$ cat config.mk
export PLATFORM = sky130hd
export DESIGN_NAME = dmem_arbiter
export DESIGN_NICKNAME = d
export VERILOG_FILES = /design/src/rtl/dmem_arbiter_pkg.sv /design/src/rtl/arb_sat_counter.sv /design/src/rtl/dmem_arbiter.sv
export SDC_FILE = /design/constraint.sdc
export NUM_CORES = 1
export LEC_CHECK = 0
export CAP_MARGIN = 20
export CORE_AREA = 2 2 115 117
export DETAILED_ROUTE_END_ITERATION = 8
export DIE_AREA = 0 0 117 119
export GPL_TIMING_DRIVEN = 0
export PLACE_DENSITY = 0.79
export SETUP_SLACK_MARGIN = 0.1
export SYNTH_ARGS = -nofsm -noshare
export SYNTH_HDL_FRONTEND = slang
export SYNTH_SLANG_ARGS = --single-unit
$ cat constraint.sdc
create_clock -name clk -period 2.55 [get_ports clk]
set_clock_uncertainty 0.1 [all_clocks]
set_input_delay 0.3825 -clock clk [delete_from_list [all_inputs] [get_ports clk]]
set_output_delay 0.3825 -clock clk [all_outputs]
set_load 0.02 [all_outputs]
$ cat src/rtl/dmem_arbiter_pkg.sv
// ---------------------------------------------------------------------------
// dmem_arbiter_pkg
// Shared definitions for the data-memory arbiter:
//   - ownerT           : tag recording who issued the read in flight
//   - DEF_STARVE_LIMIT : default debug starvation threshold (cycles)
//   - DEF_DBG_MAX_BURST: default cap on consecutive debug grants vs. the core
//   - cntWidth()       : bit width needed to count 0..maxVal inclusive
// ---------------------------------------------------------------------------
package dmem_arbiter_pkg;

    localparam int DEF_STARVE_LIMIT  = 8;
    localparam int DEF_DBG_MAX_BURST = 4;

    typedef enum logic [1:0] {
        OWNER_NONE = 2'd0,
        OWNER_CORE = 2'd1,
        OWNER_DBG  = 2'd2
    } ownerT;

    function automatic int cntWidth(input int maxVal);
        return (maxVal < 1) ? 1 : $clog2(maxVal + 1);
    endfunction

endpackage

$ cat src/rtl/arb_sat_counter.sv
// ---------------------------------------------------------------------------
// arb_sat_counter
// Saturating up-counter with synchronous clear; clear beats increment.
// Only the "at limit" flag is exported because the arbiter only ever asks
// whether the count has reached its limit.
// Ports:
//   clk   : clock
//   rst   : asynchronous active-low reset (count -> 0)
//   inc   : count up by one, holding at MAX_COUNT
//   clr   : return to zero on the next edge
//   atMax : count == MAX_COUNT
// ---------------------------------------------------------------------------
module arb_sat_counter
    import dmem_arbiter_pkg::*;
#(
    parameter int MAX_COUNT = 8
) (
    input  logic clk,
    input  logic rst,
    input  logic inc,
    input  logic clr,
    output logic atMax
);

    localparam int             W       = cntWidth(MAX_COUNT);
    localparam logic [W-1:0]   MAX_VAL = W'(MAX_COUNT);

    logic [W-1:0] cntReg;

    always_ff @(posedge clk or negedge rst) begin
        if (!rst) begin
            cntReg <= '0;
        end else if (clr) begin
            cntReg <= '0;
        end else if (inc && (cntReg != MAX_VAL)) begin
            cntReg <= cntReg + 1'b1;
        end
    end

    assign atMax = (cntReg == MAX_VAL);

endmodule

$ cat src/rtl/dmem_arbiter.sv
// ---------------------------------------------------------------------------
// dmem_arbiter
// Two-requester arbiter (pipeline MEM stage vs. debug/loader) in front of a
// single-port data memory with one-cycle read latency. The core wins by
// default; debug gets idle cycles, is forced in after STARVE_LIMIT ungranted
// cycles, and is capped at DBG_MAX_BURST consecutive grants while the core
// is waiting. Grant and memory command are combinational; read returns are
// routed by an owner tag registered at the grant edge.
// Ports:
//   clk, rst                       : clock, asynchronous active-low reset
//   core_req/we/addr/wdata         : core access request
//   core_stall                     : core request not granted this cycle
//   core_rdata, core_rvalid        : core load return
//   dbg_req/we/addr/wdata          : debug access request
//   dbg_gnt                        : debug request accepted this cycle
//   dbg_rdata, dbg_rvalid          : debug load return
//   mem_en/we/addr/wdata           : memory command
//   mem_rdata                      : memory read data (one cycle after read)
// ---------------------------------------------------------------------------
module dmem_arbiter
    import dmem_arbiter_pkg::*;
#(
    parameter int STARVE_LIMIT  = DEF_STARVE_LIMIT,
    parameter int DBG_MAX_BURST = DEF_DBG_MAX_BURST
) (
    input  logic        clk,
    input  logic        rst,
    input  logic        core_req,
    input  logic        core_we,
    input  logic [31:0] core_addr,
    input  logic [31:0] core_wdata,
    output logic        core_stall,
    output logic [31:0] core_rdata,
    output logic        core_rvalid,
    input  logic        dbg_req,
    input  logic        dbg_we,
    input  logic [31:0] dbg_addr,
    input  logic [31:0] dbg_wdata,
    output logic        dbg_gnt,
    output logic [31:0] dbg_rdata,
    output logic        dbg_rvalid,
    output logic        mem_en,
    output logic        mem_we,
    output logic [31:0] mem_addr,
    output logic [31:0] mem_wdata,
    input  logic [31:0] mem_rdata
);

    logic  starveAtMax;
    logic  burstAtMax;
    logic  coreGnt;
    logic  dbgGnt;
    ownerT ownerReg;
    ownerT ownerNext;
    logic [31:0] coreRdataReg;
    logic [31:0] dbgRdataReg;

    // Grants are gated by rst so nothing reaches memory while reset is held,
    // even though the request inputs may still be active.
    always_comb begin
        dbgGnt  = 1'b0;
        coreGnt = 1'b0;
        if (rst) begin
            // The burst cap overrides starvation forcing.
            if (dbg_req && !(burstAtMax && core_req) && (!core_req || starveAtMax)) begin
                dbgGnt = 1'b1;
            end
            coreGnt = core_req && !dbgGnt;
        end
    end

    assign dbg_gnt    = dbgGnt;
    assign core_stall = rst && core_req && !coreGnt;

    always_comb begin
        mem_en    = 1'b0;
        mem_we    = 1'b0;
        mem_addr  = '0;
        mem_wdata = '0;
        if (dbgGnt) begin
            mem_en    = 1'b1;
            mem_we    = dbg_we;
            mem_addr  = dbg_addr;
            mem_wdata = dbg_wdata;
        end else if (coreGnt) begin
            mem_en    = 1'b1;
            mem_we    = core_we;
            mem_addr  = core_addr;
            mem_wdata = core_wdata;
        end
    end

    arb_sat_counter #(.MAX_COUNT(STARVE_LIMIT)) starveCounter (
        .clk   (clk),
        .rst   (rst),
        .inc   (dbg_req && !dbgGnt),
        .clr   (!dbg_req || dbgGnt),
        .atMax (starveAtMax)
    );

    arb_sat_counter #(.MAX_COUNT(DBG_MAX_BURST)) burstCounter (
        .clk   (clk),
        .rst   (rst),
        .inc   (dbgGnt),
        .clr   (coreGnt || !dbg_req),
        .atMax (burstAtMax)
    );

    // Only reads get an owner; writes leave the tag at NONE so no rvalid follows.
    always_comb begin
        ownerNext = OWNER_NONE;
        if (dbgGnt && !dbg_we) begin
            ownerNext = OWNER_DBG;
        end else if (coreGnt && !core_we) begin
            ownerNext = OWNER_CORE;
        end
    end

    always_ff @(posedge clk or negedge rst) begin
        if (!rst) begin
            ownerReg     <= OWNER_NONE;
            coreRdataReg <= '0;
            dbgRdataReg  <= '0;
        end else begin
            ownerReg <= ownerNext;
            if (ownerReg == OWNER_CORE) begin
                coreRdataReg <= mem_rdata;
            end
            if (ownerReg == OWNER_DBG) begin
                dbgRdataReg <= mem_rdata;
            end
        end
    end

    // Return data passes straight through in the valid cycle and is held after.
    assign core_rvalid = (ownerReg == OWNER_CORE);
    assign dbg_rvalid  = (ownerReg == OWNER_DBG);
    assign core_rdata  = core_rvalid ? mem_rdata : coreRdataReg;
    assign dbg_rdata   = dbg_rvalid  ? mem_rdata : dbgRdataReg;

endmodule

==> summary.txt <==
Worst setup path
  – Worst-path maximum fanout: 5
  – Crit. End Element: primary output
  – Reg2Reg Depth: 12
  – Required @ worst endpoint: 2.07 ns
  – Critical path class: reg -> out
  – Startpoint Class: flop
  – Worst R2R End: ownerReg[1]
  – R2r setup slk: 0.42 ns
  – R2r startpoint: starveCounter.cntReg[0]
  – Worst EP arrival: 2.19 ns

Timing
  – Final slew viol count: 0
  – Setup TNS: -3.83 ns
  – RSZ-0062 raised after global routing: yes
  – Tightest Pin Transition: 0.535 ns
  – Fmax achieved: 375 MHz
  – Period minus WS final: 2.67 ns
  – Fin. Hold Viols: 73
  – Worst slew margin: 0.640
  – Hold WS: -0.165 ns
  – Final setup viols: 60
  – Period utilization: 1.05
  – Post-route setup slack: -0.120 ns

Routing
  – Initial DRC Count: 274
  – WL final: 17900 um
  – DR vias/cell: 4.97
  – DRC viols: 0
  – Post-route ant nets: 0
  – DR vias: 4701
  – Routed WL per cell: 18.9 um
  – Pre-antenna DRT Iters: 4

Clock network
  – CTS sink cnt: 73
  – Worst skew pair latency: 0.33 ns
  – H-tree lvl count: 3
  – Largest buffer count on any clock path: 2
  – CTS buffer count: 9
  – Clock root buffer: clkbuf_16
  – CTS tree: done
  – Clock-pin slew reported for the worst setup and hold paths after clock tree synthesis: 0.06 ns

Yosys
  – Post-synthesis mux area share: 0.166
  – Simple-gate share of the synthesized area: 0.144
  – Xor/xnor share of the synthesized area: 0.00402
  – Leading post-synthesis cells by cell area: dfrtp_1 (42%), mux2_2 (17%), o22ai_2 (14%)
  – Yosys reg bits: 73
  – Area fraction in compound gates after synthesis: 0.195
  – Syn_nets: 600
  – Yosys top cell area share: 0.420
  – Netlist cell types: 34
  – Post-synthesis adder-cell area fraction: 0.0115
  – Cell taking the most area after synthesis: dfrtp_1
  – Largest family of logic cells by synthesized area: compound AO/OA/AOI/OAI gates
  – Post-Syn Area: 4350 um2
  – Synth Instances: 430
  – Share of the yosys chip area belonging to registers: 0.420
  – Syn Area/Cell: 10.1 um2
  – Yosys warns: 0

Placement
  – Pre-CTS setup slack: -1.33 ns
  – # port buffers: 299
  – Placed Area: 7560 um2
  – HPWL Detailed: 13400 um
  – Final GP Congestion: 0.884

Floorplanning
  – Core Rows: 42
  – Die H: 119 um
  – Die width: 117 um
  – Starting Density: 0.338
  – Ports: 300
  – Die Area: 13900 um2
  – Core Region: 12900 um2

Status
  – Outcome: complete, but fails checks
  – Failing checks: hold timing, setup timing

Pwr
  – Pleak: 3.73 nW
  – Peak supply drop: 0.382 mV
  – PwrDens: 523 nW/um2

Layout
  – Most frequent cells in the layout: clkdlybuf4s50_1 (166), nand2_1 (133), dfrtp_1 (73), mux2_2 (64), buf_6 (60)
  – N_diodes: 0
  – Fin nets: 934
  – Commonest non-fill, non-tap cell in the layout: clkdlybuf4s50_1
  – Layout cells sized above 1: 0.351
  – Final Cell Area: 8630 um2
  – Syn-to-layout area delta: 98.2%

Global route
  – Total grt overflow: 0
  – Largest net degree at the start of global routing: 76
  – Initial antenna violation count: 0
  – Total GRT Usage: 0.247
  – Vias in the first global route: 4918
  – First-pass GRT wire length: 26100 um

Job
  – Max Cap Violations: 0

Min path
  – HP Class: in -> async
[power breakdown]
part	switching, W	internal [W]
Clock	0.000504	0.000664
Sequential	0.0000601	0.00138
Combinational	0.000960	0.000939
Total	0.00152	0.00299
[through the flow]
step	std cells	utilization	total power [W]
6_report	945	0.670	0.00451
5_1_grt	945	0.670	0.00473
4_1_cts	939	0.649	0.00450
3_5_place_dp	905	0.587	0.00334
3_3_place_gp	905	0.588	0.00330
2_1_floorplan	430	-	0.00235
[cell usage after synthesis]
master / count
a21o_1: 2
and2_1: 1
o22ai_2: 50
a31oi_1: 2
nand2b_1: 1
ha_1: 4
a21bo_2: 1
a21boi_0: 1
a21oi_1: 4
xor2_1: 1
o2111ai_1: 1
nor3_1: 3
buf_4: 5
o21ai_0: 1
clkbuf_1: 20
and3b_1: 1
nand3b_1: 2
dfrtp_1: 73
o21a_1: 1
xnor2_1: 1
nor2b_1: 3
buf_2: 8
a211oi_1: 2
inv_1: 8
a31oi_2: 1
nor2_1: 4
a31o_1: 1
a2111oi_0: 1
nand3_1: 6
mux2_2: 64
nand2_1: 134
o22ai_1: 15
buf_6: 7
nor3b_1: 1
[state kept, by name, summed over array words and instances (netlist names)]
name                  count
burstCounter.cntReg       3
coreRdataReg             32
dbgRdataReg              32
ownerReg                  2
starveCounter.cntReg      4
[how the worst max path moves through the flow]
stage | depth (start not counted) | slack [ns] | to | start
2_1_floorplan | 7 | 0.34 | mem_wdata[10] | starveCounter.cntReg[0]
3_5_place_dp | 7 | -1.33 | mem_wdata[21] | rst
3_3_place_gp | 7 | -3.50 | mem_wdata[18] | rst
5_1_grt | 11 | -0.22 | mem_wdata[18] | starveCounter.cntReg[0]
6_report | 11 | -0.12 | mem_wdata[21] | starveCounter.cntReg[0]
4_1_cts | 11 | -0.13 | mem_wdata[22] | starveCounter.cntReg[0]
[cells by family (layout without fill, tap and decap cells)]
logic type	Yosys count	in the layout
DFF	73	73
AOI/OAI and AO/OA	83	83
muxes	64	64
and+or+nand+nor	156	156
buffers and inverters	48	387
xor gates and xnor gates	2	2
adders and majority gates	4	4
[critical path, stage by stage (launching register included)]
cell and delay (ns):
dfrtp_1 0.36, inv_2 0.06, ha_4 0.15, and3b_1 0.16
buf_6 0.13, buf_12 0.12, a31oi_4 0.24, buf_6 0.15
buf_6 0.12, buf_12 0.13, o22ai_4 0.08, buf_6 0.14
[final cells by class]
class / instances / area [um2]
clock inverters: 7 / 53.8
clock buffers: 9 / 225
plain buffers: 39 / 385
multi-input cells: 309 / 2570
inverters: 8 / 30.0
fillers: 1017 / 4250
well taps: 176 / 220
flip-flops and latches: 73 / 1830
repair buffers: 324 / 3320
[layer usage]
metal	vias up	wire, um	track usage
met3	57	1270	0.0672
met5	-	0	0
met1	2256	6240	0.256
met4	0	957	0.138
met2	223	9380	0.440
li1	2165	-	-
[timing repair]
item,in CTS,in global routing
buffers inserted,10,8
cloned,8,1
gates resized for setup,491,78
endpoints found under the setup margin,134,111
pin swaps,13,3
hold endpoints to repair,73,73
Note: power is estimated with default switching activity, not from simulation.
